`config.mk`:
```
export PLATFORM = sky130hd
export DESIGN_NAME = obhdr_rd_flat
export DESIGN_NICKNAME = d
export VERILOG_FILES = /design/src/rtl/obhdr_rd_if.sv /design/src/rtl/obhdr_rd.sv /design/src/flat_wrapper.sv
export SDC_FILE = /design/constraint.sdc
export NUM_CORES = 1
export LEC_CHECK = 0
export CAP_MARGIN = 10
export CORE_ASPECT_RATIO = 0.5
export CORE_MARGIN = 3
export CORE_UTILIZATION = 44
export DETAILED_ROUTE_END_ITERATION = 7
export HOLD_SLACK_MARGIN = 0.15
export MAX_ROUTING_LAYER = met4
export PLACE_DENSITY = 0.77
export SLEW_MARGIN = 20
export SYNTH_ARGS = -nofsm -noshare
export SYNTH_HDL_FRONTEND = slang
export SYNTH_SLANG_ARGS = --single-unit
```
`constraint.sdc`:
```
create_clock -name clk -period 2.6 [get_ports clk]
set_input_delay 0.52 -clock clk [delete_from_list [all_inputs] [get_ports clk]]
set_output_delay 0.52 -clock clk [all_outputs]
set_load 0.005 [all_outputs]
```
`src/rtl/obhdr_rd_if.sv`:
```
// Phrase-read handshake between the object-header reader and the memory arbiter.
// The reader drives the request and address; the arbiter returns the ack and the phrase.
interface obhdr_rd_if;
    logic        rd_req;
    logic [20:0] rd_addr;
    logic        rd_ack;
    logic [63:0] rd_data;

    modport master (output rd_req, rd_addr, input rd_ack, rd_data);
    modport slave  (input rd_req, rd_addr, output rd_ack, rd_data);
endinterface

```
`src/rtl/obhdr_rd.sv`:
```
// Object-header reader: fetches a 1/2/3-phrase object-list entry and holds the
// decoded bitmap / scaled-bitmap fields for the render and writeback stages.
module obhdr_rd (
    input  logic              clk,
    input  logic              reset,
    input  logic              start,
    input  logic [20:0]       olp,
    obhdr_rd_if.master        rd,
    output logic              busy,
    output logic              hdr_valid,
    output logic [2:0]        otype,
    output logic [10:0]       ypos,
    output logic [9:0]        height,
    output logic              heightnz,
    output logic [18:0]       link,
    output logic [20:0]       data,
    output logic [11:0]       xpos,
    output logic [2:0]        depth,
    output logic [9:0]        dwidth,
    output logic [9:0]        iwidth,
    output logic [7:0]        hscale,
    output logic [7:0]        vscale,
    output logic [7:0]        remainder,
    output logic              scaled
);

    typedef enum logic [2:0] {IDLE, RD0, RD1, RD2, DONE} state_t;

    state_t      state_q, state_d;
    logic [20:0] base_q, base_d;
    logic [63:0] p0_q, p0_d;
    logic [14:0] p1_lo_q, p1_lo_d;   // xpos, depth
    logic [19:0] p1_hi_q, p1_hi_d;   // dwidth, iwidth
    logic [23:0] p2_q, p2_d;

    logic        rd_req_o;
    logic [20:0] rd_addr_o;

    always_ff @(posedge clk) begin
        if (reset) begin
            state_q <= IDLE;
            base_q  <= '0;
            p0_q    <= '0;
            p1_lo_q <= '0;
            p1_hi_q <= '0;
            p2_q    <= '0;
        end else begin
            state_q <= state_d;
            base_q  <= base_d;
            p0_q    <= p0_d;
            p1_lo_q <= p1_lo_d;
            p1_hi_q <= p1_hi_d;
            p2_q    <= p2_d;
        end
    end

    // Fields are cleared when a new fetch is accepted, so phrases the type
    // does not need read back as zero.
    always_comb begin
        state_d = state_q;
        base_d  = base_q;
        p0_d    = p0_q;
        p1_lo_d = p1_lo_q;
        p1_hi_d = p1_hi_q;
        p2_d    = p2_q;
        case (state_q)
            IDLE: begin
                if (start) begin
                    base_d  = olp;
                    p0_d    = '0;
                    p1_lo_d = '0;
                    p1_hi_d = '0;
                    p2_d    = '0;
                    state_d = RD0;
                end
            end
            RD0: begin
                if (rd.rd_ack) begin
                    p0_d    = rd.rd_data;
                    state_d = (rd.rd_data[2:1] == 2'b00) ? RD1 : DONE;
                end
            end
            RD1: begin
                if (rd.rd_ack) begin
                    p1_lo_d = rd.rd_data[14:0];
                    p1_hi_d = rd.rd_data[37:18];
                    state_d = (p0_q[2:0] == 3'd1) ? RD2 : DONE;
                end
            end
            RD2: begin
                if (rd.rd_ack) begin
                    p2_d    = rd.rd_data[23:0];
                    state_d = DONE;
                end
            end
            DONE:    state_d = IDLE;
            default: state_d = IDLE;
        endcase
    end

    always_comb begin
        rd_req_o  = 1'b0;
        rd_addr_o = '0;
        busy      = 1'b0;
        hdr_valid = 1'b0;
        case (state_q)
            RD0: begin
                rd_req_o  = 1'b1;
                rd_addr_o = base_q;
                busy      = 1'b1;
            end
            RD1: begin
                rd_req_o  = 1'b1;
                rd_addr_o = base_q + 21'd1;
                busy      = 1'b1;
            end
            RD2: begin
                rd_req_o  = 1'b1;
                rd_addr_o = base_q + 21'd2;
                busy      = 1'b1;
            end
            DONE:    hdr_valid = 1'b1;
            default: ;
        endcase
    end

    assign rd.rd_req  = rd_req_o;
    assign rd.rd_addr = rd_addr_o;

    assign otype     = p0_q[2:0];
    assign ypos      = p0_q[13:3];
    assign height    = p0_q[23:14];
    assign link      = p0_q[42:24];
    assign data      = p0_q[63:43];
    assign xpos      = p1_lo_q[11:0];
    assign depth     = p1_lo_q[14:12];
    assign dwidth    = p1_hi_q[9:0];
    assign iwidth    = p1_hi_q[19:10];
    assign hscale    = p2_q[7:0];
    assign vscale    = p2_q[15:8];
    assign remainder = p2_q[23:16];
    assign heightnz  = |height;
    assign scaled    = (otype == 3'd1);

endmodule

```
`src/flat_wrapper.sv`:
```
// flat-port wrapper written by rule: the top's interface ports become plain ports
module obhdr_rd_flat 
  (clk, reset, start, olp, busy, hdr_valid, otype, ypos, height, heightnz, link, data, xpos, depth, dwidth, iwidth, hscale, vscale, remainder, scaled, rd_rd_req, rd_rd_addr, rd_rd_ack, rd_rd_data);
  obhdr_rd_if rd_i ();
  input  logic clk;
  input  logic reset;
  input  logic start;
  input  logic [20:0] olp;
  output logic busy;
  output logic hdr_valid;
  output logic [2:0] otype;
  output logic [10:0] ypos;
  output logic [9:0] height;
  output logic heightnz;
  output logic [18:0] link;
  output logic [20:0] data;
  output logic [11:0] xpos;
  output logic [2:0] depth;
  output logic [9:0] dwidth;
  output logic [9:0] iwidth;
  output logic [7:0] hscale;
  output logic [7:0] vscale;
  output logic [7:0] remainder;
  output logic scaled;
  output wire logic [$bits(rd_i.rd_req)-1:0] rd_rd_req;
  output wire logic [$bits(rd_i.rd_addr)-1:0] rd_rd_addr;
  input wire logic [$bits(rd_i.rd_ack)-1:0] rd_rd_ack;
  input wire logic [$bits(rd_i.rd_data)-1:0] rd_rd_data;
  assign rd_rd_req = rd_i.rd_req;
  assign rd_rd_addr = rd_i.rd_addr;
  assign rd_i.rd_ack = rd_rd_ack;
  assign rd_i.rd_data = rd_rd_data;
  obhdr_rd u_core (.clk(clk), .reset(reset), .start(start), .olp(olp), .rd(rd_i), .busy(busy), .hdr_valid(hdr_valid), .otype(otype), .ypos(ypos), .height(height), .heightnz(heightnz), .link(link), .data(data), .xpos(xpos), .depth(depth), .dwidth(dwidth), .iwidth(iwidth), .hscale(hscale), .vscale(vscale), .remainder(remainder), .scaled(scaled));
endmodule
```
After elaboration in Yosys (flattened, before gate mapping)
Index checks and enable logic that the tools add are counted.
{"block": "totals", "n_memories": 0, "output_inout_bits": 149, "wordCells": 51, "ramBits": 0, "register_bits": 147, "latch_bits": 0, "romBits": 0, "inputBits": 89}
{"block": "classes", "shift": 0, "mux": 22, "n_reduce_logical": 12, "div": 0, "mul": 0, "order_cmp": 0, "bitwise_logic": 0, "addsub": 2, "eq_ne": 9}
{"cell": "$mux 64", "count": 2}
{"cell": "$pmux 64 s2", "count": 1}
{"cell": "$pmux 21 s3", "count": 1}
{"cell": "$mux 24", "count": 2}
{"cell": "$pmux 24 s2", "count": 1}
{"cell": "$mux 20", "count": 2}
{"cell": "$pmux 20 s2", "count": 1}
{"cell": "$mux 15", "count": 2}
{"cell": "$pmux 15 s2", "count": 1}
{"cell": "$add 21x1->21 const B", "count": 1}
{"cell": "$add 21x2->21 const B", "count": 1}
{"cell": "$mux 3", "count": 6}
{"cell": "$pmux 3 s4", "count": 1}
{"cell": "$reduce_or 10->1", "count": 1}
{"cell": "$reduce_and 3->1", "count": 3}
{"cell": "$ne 2x2->1 const B", "count": 4}
{"cell": "$eq 3x1->1 const B", "count": 2}
{"cell": "$eq 3x2->1 const B", "count": 2}
{"cell": "$reduce_bool 2->1", "count": 3}
{"cell": "$reduce_and 4->1", "count": 1}
{"cell": "$eq 3x3->1 const B", "count": 1}
{"cell": "$logic_not 3->1", "count": 1}
{"cell": "$reduce_or 3->1", "count": 1}
{"cell": "$logic_not 2->1", "count": 1}
{"cell": "2 further kinds", "count": 3}

Longest topological paths before layout
Gate-level depths: netlist (run 1).
{"block": "logic_depth", "ltp_word": 4, "depth_mapped": 8}

Least setup slack after synthesis (run 1)
OpenSTA, ideal clock, no wires.
{"block": "synth_timing", "path_type": "register to output", "from": "reg u_core.base_q[2]", "to": "out rd_rd_addr[17]", "arrival_ns": 1.537, "t_required_ns": 2.080, "slack_ns": 0.543, "stages_incl_launch_ff": 8, "path_buffers": 1, "cell_sequence": "dfxtp_1 -> ha_1 -> o21ai_0 -> nor3_1 -> buf_2 -> a41oi_1 -> o21ai_0 -> o31ai_1"}
{"block": "synth_via", "elab_chain_cells": 2}
{"item": "start: declaration", "line_no": "obhdr_rd.sv:30", "source": "logic [20:0] base_q, base_d;"}
{"item": "start signal: assignment", "line_no": "obhdr_rd.sv:49", "source": "base_q <= base_d;"}
{"item": "$add 21x2->21 / $add 21x1->21 (equally long branches)", "line_no": "obhdr_rd.sv:119, obhdr_rd.sv:114"}
{"item": "$pmux 21 s3 (*)", "line_no": "obhdr_rd.sv:106", "source": "case (state_q)"}
{"item": "end: declaration", "line_no": "flat_wrapper.sv:26", "source": "output wire logic [$bits(rd_i.rd_addr)-1:0] rd_rd_addr;"}
Every way passes the cells marked *; elsewhere a longest branch is shown, timed or not.

Final worst setup path (run 1)
{"block": "layout_timing", "from": "reg u_core.base_q[1]", "to": "out rd_rd_addr[20]"}
Same word-level chain as after synthesis.

==> results by stage, run 1 <==
Yosys:
- The count of different cell masters after synthesis is 45.
- The number of enable-type register cells in the synthesized netlist is 0.
- The synthesized netlist cell count is 742.
- In this run, synthesis produced a sequential element count of 147.
- Counting every net in the synthesized netlist gives 833.
- Among all flip-flop cells after synthesis, the most frequent one is sky130_fd_sc_hd__dfxtp_1.
- The proportion of register bits with asynchronous set or reset after synthesis is 0.
- In this run the mean area of a mapped cell was 8.11 um^2.
- The total standard cell area after synthesis is 0.00602 mm^2.
- The sequential share of the synthesized area is 0.489.
- For this run, the number of Yosys warnings is 0.

GRT:
- The number of antenna violations at the first check in global routing is 0.
- The first global-routing pass estimated 32.1 mm of wire.
- The total overflow left after global routing is 0.
- The overall routing resource usage is 0.273.
- The via count of the first global-routing pass is 6,302.
- The maximum number of pins on one net before global-route repair is 77.

Worst setup path:
- Among all stages on the critical path, the largest delay is contributed by sky130_fd_sc_hd__clkdlybuf4s50_1.
- The worst setup path is captured at a primary output.
- The endpoint arrival time on the critical path is 2.22 ns.
- Along the worst path, the maximum fanout reaches 6.
- The combined buffer and inverter count along the critical path is 2.
- The kind of start point of the critical path is a flop.
- The kind of cell adding the most delay to the critical path is buffers and inverters.
- In this design, the stage delay of the slowest critical-path cell is 0.51 ns.
- The worst endpoint required time is 2.08 ns.
- Walking the worst path, the cells encountered are ha_2 > nand3_2 > nor2_4 > buf_6 > and3_1 > o22ai_1 > nand2_1 > clkdlybuf4s50_1.
- The critical path is of the reg2out type.

Clocking:
- The clock insertion delay at the later pin of the skew report is 0.42 ns.
- TritonCTS built the clock tree.
- Clock tree synthesis found a total of 147 sinks.
- The cell chosen for the clock root is sky130_fd_sc_hd__clkbuf_16.
- The largest buffer count on any clock path is 2.
- The clock slew seen by the registers of the worst setup and hold paths is 0.07 ns.
- The hold buffer count at cts is 0.
- The number of clock buffers inserted by TritonCTS is 17.
- The clock tree synthesis step divided the H-tree into 4 levels.

Placed design:
- The count of input and output buffers is 237.
- The placer congestion estimate is 0.870.
- At the placement stage, the worst setup path has a slack of 0.0376 ns.
- The half-perimeter wire length after placement is 13.7 mm.
- Including well taps, the total number of placed cells is 1,122.

Floorplanning:
- The floorplan die width is 171 um.
- The count of boundary I/O pins is 238.
- For this configuration, the core starts out at a cell density of 0.462.
- The area of the die is 0.0152 mm^2.
- The floorplan has 29 rows.
- The standard cell core area is 0.0130 mm^2.
- The die span in y is 88.7 um.

Timing:
- Setup repair after global routing could not meet its margin everywhere.
- For the pin with the worst max-slew slack, the measured transition is 0.922 ns.
- The post-route worst setup slack is -0.138 ns.
- The final cycle utilization of the critical path is 1.05.
- The final clock skew is 0.0159 ns.
- The number of hold violations in the final report came to 0.
- The maximum achievable frequency is 365 MHz.
- After routing, the total negative slack on setup checks comes to -0.217 ns.
- The worst pin sits at a relative slew slack of 0.384.
- The total setup violations reported at the end of the flow is 3.
- Counting I/O delays and the setup requirement, the final critical path takes 2.74 ns.
- The number of max-slew violations in the final report is 0.

Cells and area:
- The fill cell instance count of the final layout is 1,005.
- The post-synthesis to final-layout area growth is 58.8%.
- The share of final-layout standard cells stronger than drive strength 1 is 0.143.
- For this run, the post-layout net count is 1,078.
- Excluding fillers, the count of instances in the completed layout stands at 1,170.
- 0 antenna diodes ended up in the layout.

Min path:
- The class of the tightest hold or removal check is reg2reg.

Routing:
- The vias per cell is 5.63.
- The wire length per cell is 17.8 um.
- The first detailed-routing pass ran for 6 iterations.
- Wires add up to 20.8 mm.
- The count of nets left with antenna violations once routing finished came out at 0.
- The first routing iteration left 700 violations.
- The total number of vias is 6,587.
- The number of design rule violations left after detail routing is 0.

Outcome:
- The run finished, with violations left.
- The checks that failed: setup timing.

Power:
- IR analysis of the VDD net gives a maximum drop of 0.000444 V.
- In this run the power density over the cells is 588 mW/mm^2.
- The static leakage is 3.53 nW.

Job:
- The count of max-cap constraint violations is 0.
layer usage:
| metal | GRT usage | up-vias | part of all wire |
|---|---|---|---|
| met2 | 0.469 | 288 | 0.50 |
| met5 | - | - | 0 |
| met3 | 0.0567 | 61 | 0.068 |
| met4 | 0.104 | 0 | 0.028 |
| li1 | - | 3107 | - |
| met1 | 0.318 | 3131 | 0.40 |
worst paths after layout:
kind / start / endpoint / slack, ns / cells after the start
setup reg to reg: u_core.state_q[0] / u_core.p1_hi_q[4] / 0.33 / 7
setup / recovery: u_core.base_q[1] / rd_rd_addr[20] / -0.14 / 8
hold / removal: u_core.p2_q[10] / u_core.p2_q[10] / 0.45 / 2
hold reg to reg: u_core.p2_q[10] / u_core.p2_q[10] / 0.45 / 2
tightest hold or removal path: cells and delay by family, from the launching register on:
| family | cells | cell delay (ns) |
|---|---|---|
| and+or+nand+nor | 1 | 0.05 |
| AOI/OAI and AO/OA | 1 | 0.05 |
| DFF | 1 | 0.31 |
stage by stage:
stage               hold slack [ns]  instance area, um^2  utilization  power, mW
floorplan                     0.448                 6020            -       2.75
global placement              0.437                 8650        0.664       3.15
detailed placement            0.445                 8650        0.664       3.16
CTS                           0.452                 9450        0.725       5.64
global route                  0.480                 9560        0.734       5.83
finish                        0.451                 9560        0.734       5.62
report_power, final:
group | switching, mW | leakage (nW) | internal, mW | total, mW
combinational | 0.389 | 2.04 | 0.366 | 0.755
sequential | 0.0595 | 1.20 | 2.32 | 2.38
clock | 1.11 | 0.299 | 1.38 | 2.49
final cells by class:
cell class / count / area (um^2) / area share
Sequential cell: 147 / 2960 / 0.310
Multi-Input combinational cell: 524 / 2950 / 0.309
Timing Repair Buffer: 292 / 2810 / 0.294
Clock buffer: 17 / 425 / 0.0445
Tap cell: 170 / 213 / 0.0222
Clock inverter: 15 / 176 / 0.0185
Inverter: 5 / 18.8 / 0.00196
what timing repair did:
item	4_1_cts	5_1_grt
pin swaps	6	4
endpoints found under the setup margin	19	21
setup buffers	11	4
endpoints found under the hold margin	0	0
gates resized for setup	67	39
gates cloned	1	0
cell usage after synthesis, types with 2 or more instances:
library cell | count | area, um^2
sky130_fd_sc_hd__a31oi_1 | 5 | 31.3
sky130_fd_sc_hd__xnor2_1 | 3 | 26.3
sky130_fd_sc_hd__nand2b_1 | 3 | 18.8
sky130_fd_sc_hd__o22ai_1 | 2 | 12.5
sky130_fd_sc_hd__nand4_1 | 7 | 43.8
sky130_fd_sc_hd__a21oi_1 | 98 | 490
sky130_fd_sc_hd__a41oi_1 | 2 | 17.5
sky130_fd_sc_hd__nand3_1 | 69 | 345
sky130_fd_sc_hd__xor2_1 | 4 | 35.0
sky130_fd_sc_hd__dfxtp_1 | 147 | 2940
sky130_fd_sc_hd__o211ai_1 | 2 | 15.0
sky130_fd_sc_hd__nand2_1 | 117 | 439
sky130_fd_sc_hd__a22o_1 | 2 | 17.5
sky130_fd_sc_hd__inv_1 | 4 | 15.0
sky130_fd_sc_hd__buf_6 | 3 | 33.8
sky130_fd_sc_hd__o21ai_0 | 16 | 80.1
sky130_fd_sc_hd__a21o_1 | 2 | 15.0
sky130_fd_sc_hd__o31ai_1 | 5 | 37.5
sky130_fd_sc_hd__nor2_1 | 77 | 289
sky130_fd_sc_hd__nor3_1 | 9 | 45.0
sky130_fd_sc_hd__nor3b_1 | 3 | 22.5
sky130_fd_sc_hd__nor4_1 | 4 | 25.0
sky130_fd_sc_hd__nor2b_1 | 3 | 18.8
sky130_fd_sc_hd__and3_1 | 5 | 31.3
sky130_fd_sc_hd__buf_4 | 3 | 22.5
sky130_fd_sc_hd__clkbuf_1 | 33 | 124
sky130_fd_sc_hd__ha_1 | 2 | 25.0
sky130_fd_sc_hd__a22oi_1 | 70 | 526
sky130_fd_sc_hd__buf_2 | 26 | 130
sequential cells by signal, summed over array words and instances (netlist names):
signal          cells
u_core.p1_hi_q     20
u_core.p2_q        24
u_core.base_q      21
u_core.p1_lo_q     15
u_core.p0_q        64
u_core.state_q      3
cell usage in the layout (no fill, tap or decap), drive strengths merged, types with 6 or more instances in the layout:
| cell type | Yosys | routed |
|---|---|---|
| clkbuf | 33 | 19 |
| clkdlybuf4s50 | 0 | 220 |
| dlygate4sd2 | 0 | 6 |
| buf | 33 | 62 |
| nand2 | 117 | 117 |
| nand4 | 7 | 7 |
| dfxtp | 147 | 147 |
| inv | 5 | 16 |
| nor2 | 79 | 79 |
| nand3 | 69 | 69 |
| a22oi | 70 | 70 |
| o21ai | 16 | 16 |
| nor3 | 9 | 9 |
| a21oi | 100 | 100 |
cell families (layout without fill, tap and decap cells):
group,Yosys count,count (layout),synth area share
simple gates,303,303,0.222
compound gates,211,211,0.218
flops,147,147,0.489
buf+inv,71,329,0.0553
xor+xnor,7,7,0.0102
fa+ha+maj,2,2,0.00416
mux,1,1,0.00187
Note: power is estimated with default switching activity, not from simulation.
==> inputs of run 2 (changes only) <==
- CORE_MARGIN: 3 -> 4
==> run 2 against run 1 <==
- the run now ends clean
- total power shrank 1.5%
- core utilization grew 0.21 points
- critical path type unchanged
- largest power group is now sequential cells
- register-to-register slack improved by 0.05 ns
==> results by stage, run 2 (synthesis gave the netlist of run 1 again) <==
Clocking:
- The largest buffer count on any clock path was 2 (unchanged).
- The clock insertion delay at the later pin of the skew report came to 0.41 ns (was 0.42 ns).
- The hold buffer count at cts is 0 (unchanged).
- The number of clock buffers inserted by TritonCTS is 17 (unchanged).
- The number of clock sinks is 147 (unchanged).
- The CTS tree is yes (unchanged).
- The number of levels in the clock H-tree is 4 (unchanged).
- The clock slew seen by the registers of the worst setup and hold paths came to 0.07 ns (about the same).
- The cell chosen for the clock root is sky130_fd_sc_hd__clkbuf_16 (unchanged).

GRT:
- The total overflow reported by the global router was 0 (unchanged).
- The overall routing resource usage came to 0.266 (was 0.273).
- The wire length of the first global-routing pass was 33.7 mm (was 32.1 mm).
- The number of antenna violations at the first check in global routing is 0 (unchanged).
- The maximum number of pins on one net before global-route repair is 75 (was 77).
- The via count of the first global-routing pass is 6,267 (was 6,302).

Worst setup path:
- The combined buffer and inverter count along the critical path is 3 (was 2).
- The maximum fanout count along the critical path is 11 (was 6).
- The kind of cell adding the most delay to the critical path is buffers and inverters (unchanged).
- The endpoint arrival time on the critical path was 2.05 ns (was 2.22 ns).
- The maximum single-stage delay on the critical path is 0.54 ns (was 0.51 ns).
- The critical path endpoint category is a primary output (unchanged).
- The worst endpoint required time is 2.08 ns (about the same).
- The critical path class is reg2out (unchanged).
- Cell-by-cell trace of the critical path: buf_12 > nor2b_2 > nand2b_1 > buf_4 > a21oi_1 > clkdlybuf4s50_1 (was ha_2 > nand3_2 > nor2_4 > buf_6 > and3_1 > o22ai_1 > nand2_1 > clkdlybuf4s50_1).
- The kind of start point of the critical path is a flop (unchanged).
- The standard cell with the maximum stage delay on the critical path is sky130_fd_sc_hd__clkdlybuf4s50_1 (unchanged).
- The setup slack of the most critical reg-to-reg path is 0.38 ns (was 0.33 ns).

Timing:
- The number of max-slew violations in the final report was 0 (unchanged).
- The total setup violations reported at the end of the flow is 0 (was 3).
- The slew at the pin closest to its max-slew limit is 0.959 ns (was 0.922 ns).
- The maximum achievable frequency came to 389 MHz (was 365 MHz).
- The headroom to the max-slew limit is 0.359 (was 0.384).
- The post-route minimum period came to 2.57 ns (was 2.74 ns).
- The final clock skew came to 0.00778 ns (was 0.0159 ns).
- The number of hold violations in the final report is 0 (unchanged).
- Setup repair after global routing missed its margin: true (unchanged).
- The final cycle utilization of the critical path came to 0.989 (was 1.05).

Routing:
- The wire length per cell was 18.5 um (was 17.8 um).
- The number of detailed-route iterations in the first pass came to 5 (was 6).
- The antenna violation net count after detailed routing came to 0 (unchanged).
- The vias per cell is 5.61 (was 5.63).
- The aggregate routed wire length was 21.5 mm (was 20.8 mm).
- The total number of vias came to 6,533 (was 6,587).
- The number of design rule violations left after detail routing is 0 (unchanged).
- The DRC marker count from the first detailed-route iteration is 570 (was 700).

Cells and area:
- The number of flip-flops under the largest register name came to 64 (unchanged).
- The number of nets in the layout is 1,073 (was 1,078).
- The non-filler instance count after layout is 1,165 (was 1,170).
- Largest registers in the final layout: u_core.p0_q x64, u_core.p2_q x24, u_core.base_q x21 (unchanged).
- The commonest non-fill, non-tap cell in the layout was sky130_fd_sc_hd__clkdlybuf4s50_1 (unchanged).
- The largest register by flop count is u_core.p0_q (unchanged).
- The number of antenna repair diodes is 0 (unchanged).
- The share of final-layout standard cells stronger than drive strength 1 is 0.139 (was 0.143).
- Highest-count cells in the layout ignoring fill and taps: sky130_fd_sc_hd__clkdlybuf4s50_1, sky130_fd_sc_hd__dfxtp_1, sky130_fd_sc_hd__nand2_1 (unchanged).
- The post-synthesis to final-layout area growth is 59.3% (was 58.8%).

Power:
- The internal power summed over all cells is 3.98 mW (was 4.07 mW).
- The static leakage was 3.53 nW (about the same).
- The switching power is 1.56 mW (about the same).
- The register share of total power is 0.429 (was 0.422).
- The combinational cell fraction of total power is 0.142 (was 0.134).
- The clock power share came to 0.429 (was 0.443).
- The switching portion of total power was 0.282 (was 0.277).
- The post-route total power was 5.54 mW (was 5.62 mW).
- The power density over the cells is 577 mW/mm^2 (was 588 mW/mm^2).
- The maximum vdd drop came to 0.000468 V (was 0.000444 V).

Min path:
- The class of the tightest hold or removal check is reg2reg (unchanged).

Floorplanning:
- The floorplan die width is 173 um (was 171 um).
- The die span in y is 90.7 um (was 88.7 um).
- The effective utilization at floorplan was 0.462 (unchanged).
- The standard cell core area is 0.0130 mm^2 (unchanged).
- The count of boundary I/O pins came to 238 (unchanged).
- The area of the die is 0.0157 mm^2 (was 0.0152 mm^2).
- The row count is 29 (unchanged).

Placed design:
- The total instance count after detailed placement is 1,115 (was 1,122).
- The placer congestion estimate is 0.895 (was 0.870).
- The count of input and output buffers is 237 (unchanged).
- The half-perimeter wire length after placement is 13.7 mm (about the same).

Job:
- The count of max-cap constraint violations was 0 (unchanged).

Outcome:
- Status: complete, no violations (was complete, but fails checks).
## run 2: path summary, 6_finish.rpt
kind / start / end / cells past startpoint
setup / recovery: u_core.state_q[0] / rd_rd_addr[0] / 6
hold / removal: u_core.p2_q[18] / u_core.p2_q[18] / 2
setup reg to reg: u_core.state_q[0] / u_core.p1_lo_q[7] / 7
hold reg to reg: u_core.p2_q[18] / u_core.p2_q[18] / 2
## run 2: metal layers
metal	wire, um	up-vias	track usage	part of all wire
met4	437	0	0.0863	0.020
met5	0	-	-	0
met3	1330	38	0.0510	0.062
li1	-	3095	-	-
met1	8860	3139	0.323	0.41
met2	10900	261	0.451	0.51
## run 2: worst reg2reg max path: stages (launching register included)
cell and delay, ns:
sky130_fd_sc_hd__dfxtp_4 0.40, sky130_fd_sc_hd__buf_12 0.15, sky130_fd_sc_hd__nor3_4 0.05, sky130_fd_sc_hd__buf_4 0.16, sky130_fd_sc_hd__buf_4 0.27, sky130_fd_sc_hd__a21oi_4 0.82, sky130_fd_sc_hd__nand2_1 0.14, sky130_fd_sc_hd__a21oi_1 0.17
## run 2: what timing repair did
| action | 4_1_cts | 5_1_grt |
|---|---|---|
| endpoints found under the setup margin | 21 | 17 |
| pin swaps | 13 | 11 |
| gates resized for setup | 86 | 34 |
| cloned | 1 | 1 |
| setup buffers | 12 | 4 |
## run 2: power by group through the flow
| stage | logic (mW) | clock network [mW] | registers, mW |
|---|---|---|---|
| CTS | 0.767 | 2.41 | 2.37 |
| global route | 0.846 | 2.52 | 2.38 |
| finish | 0.785 | 2.37 | 2.38 |
| global placement | 0.744 | 0 | 2.41 |
| detailed placement | 0.752 | 0 | 2.42 |
| floorplan | 0.345 | 0 | 2.41 |
## run 2: layout make-up
type | count | area, um^2
Fill cell | 982 | 3440
Multi-Input combinational cell | 524 | 2950
Timing Repair Buffer | 287 | 2860
Clock buffer | 18 | 429
Sequential cell | 147 | 2980
Tap cell | 170 | 213
Clock inverter | 14 | 139
Inverter | 5 | 18.8
## run 2: metrics by stage
stage | instance area (um^2) | util | setup slack, ns | hold slack [ns] | setup TNS (ns)
after detailed placement | 8650 | 0.664 | -0.0387 | 0.444 | -0.0424
after global placement | 8650 | 0.664 | -0.0224 | 0.437 | -0.0331
after CTS | 9440 | 0.724 | -0.0985 | 0.452 | -0.156
final | 9590 | 0.736 | 0.0278 | 0.449 | 0
after floorplan | 6020 | - | 0.543 | 0.448 | 0
after global routing | 9590 | 0.736 | -0.0409 | 0.467 | -0.230
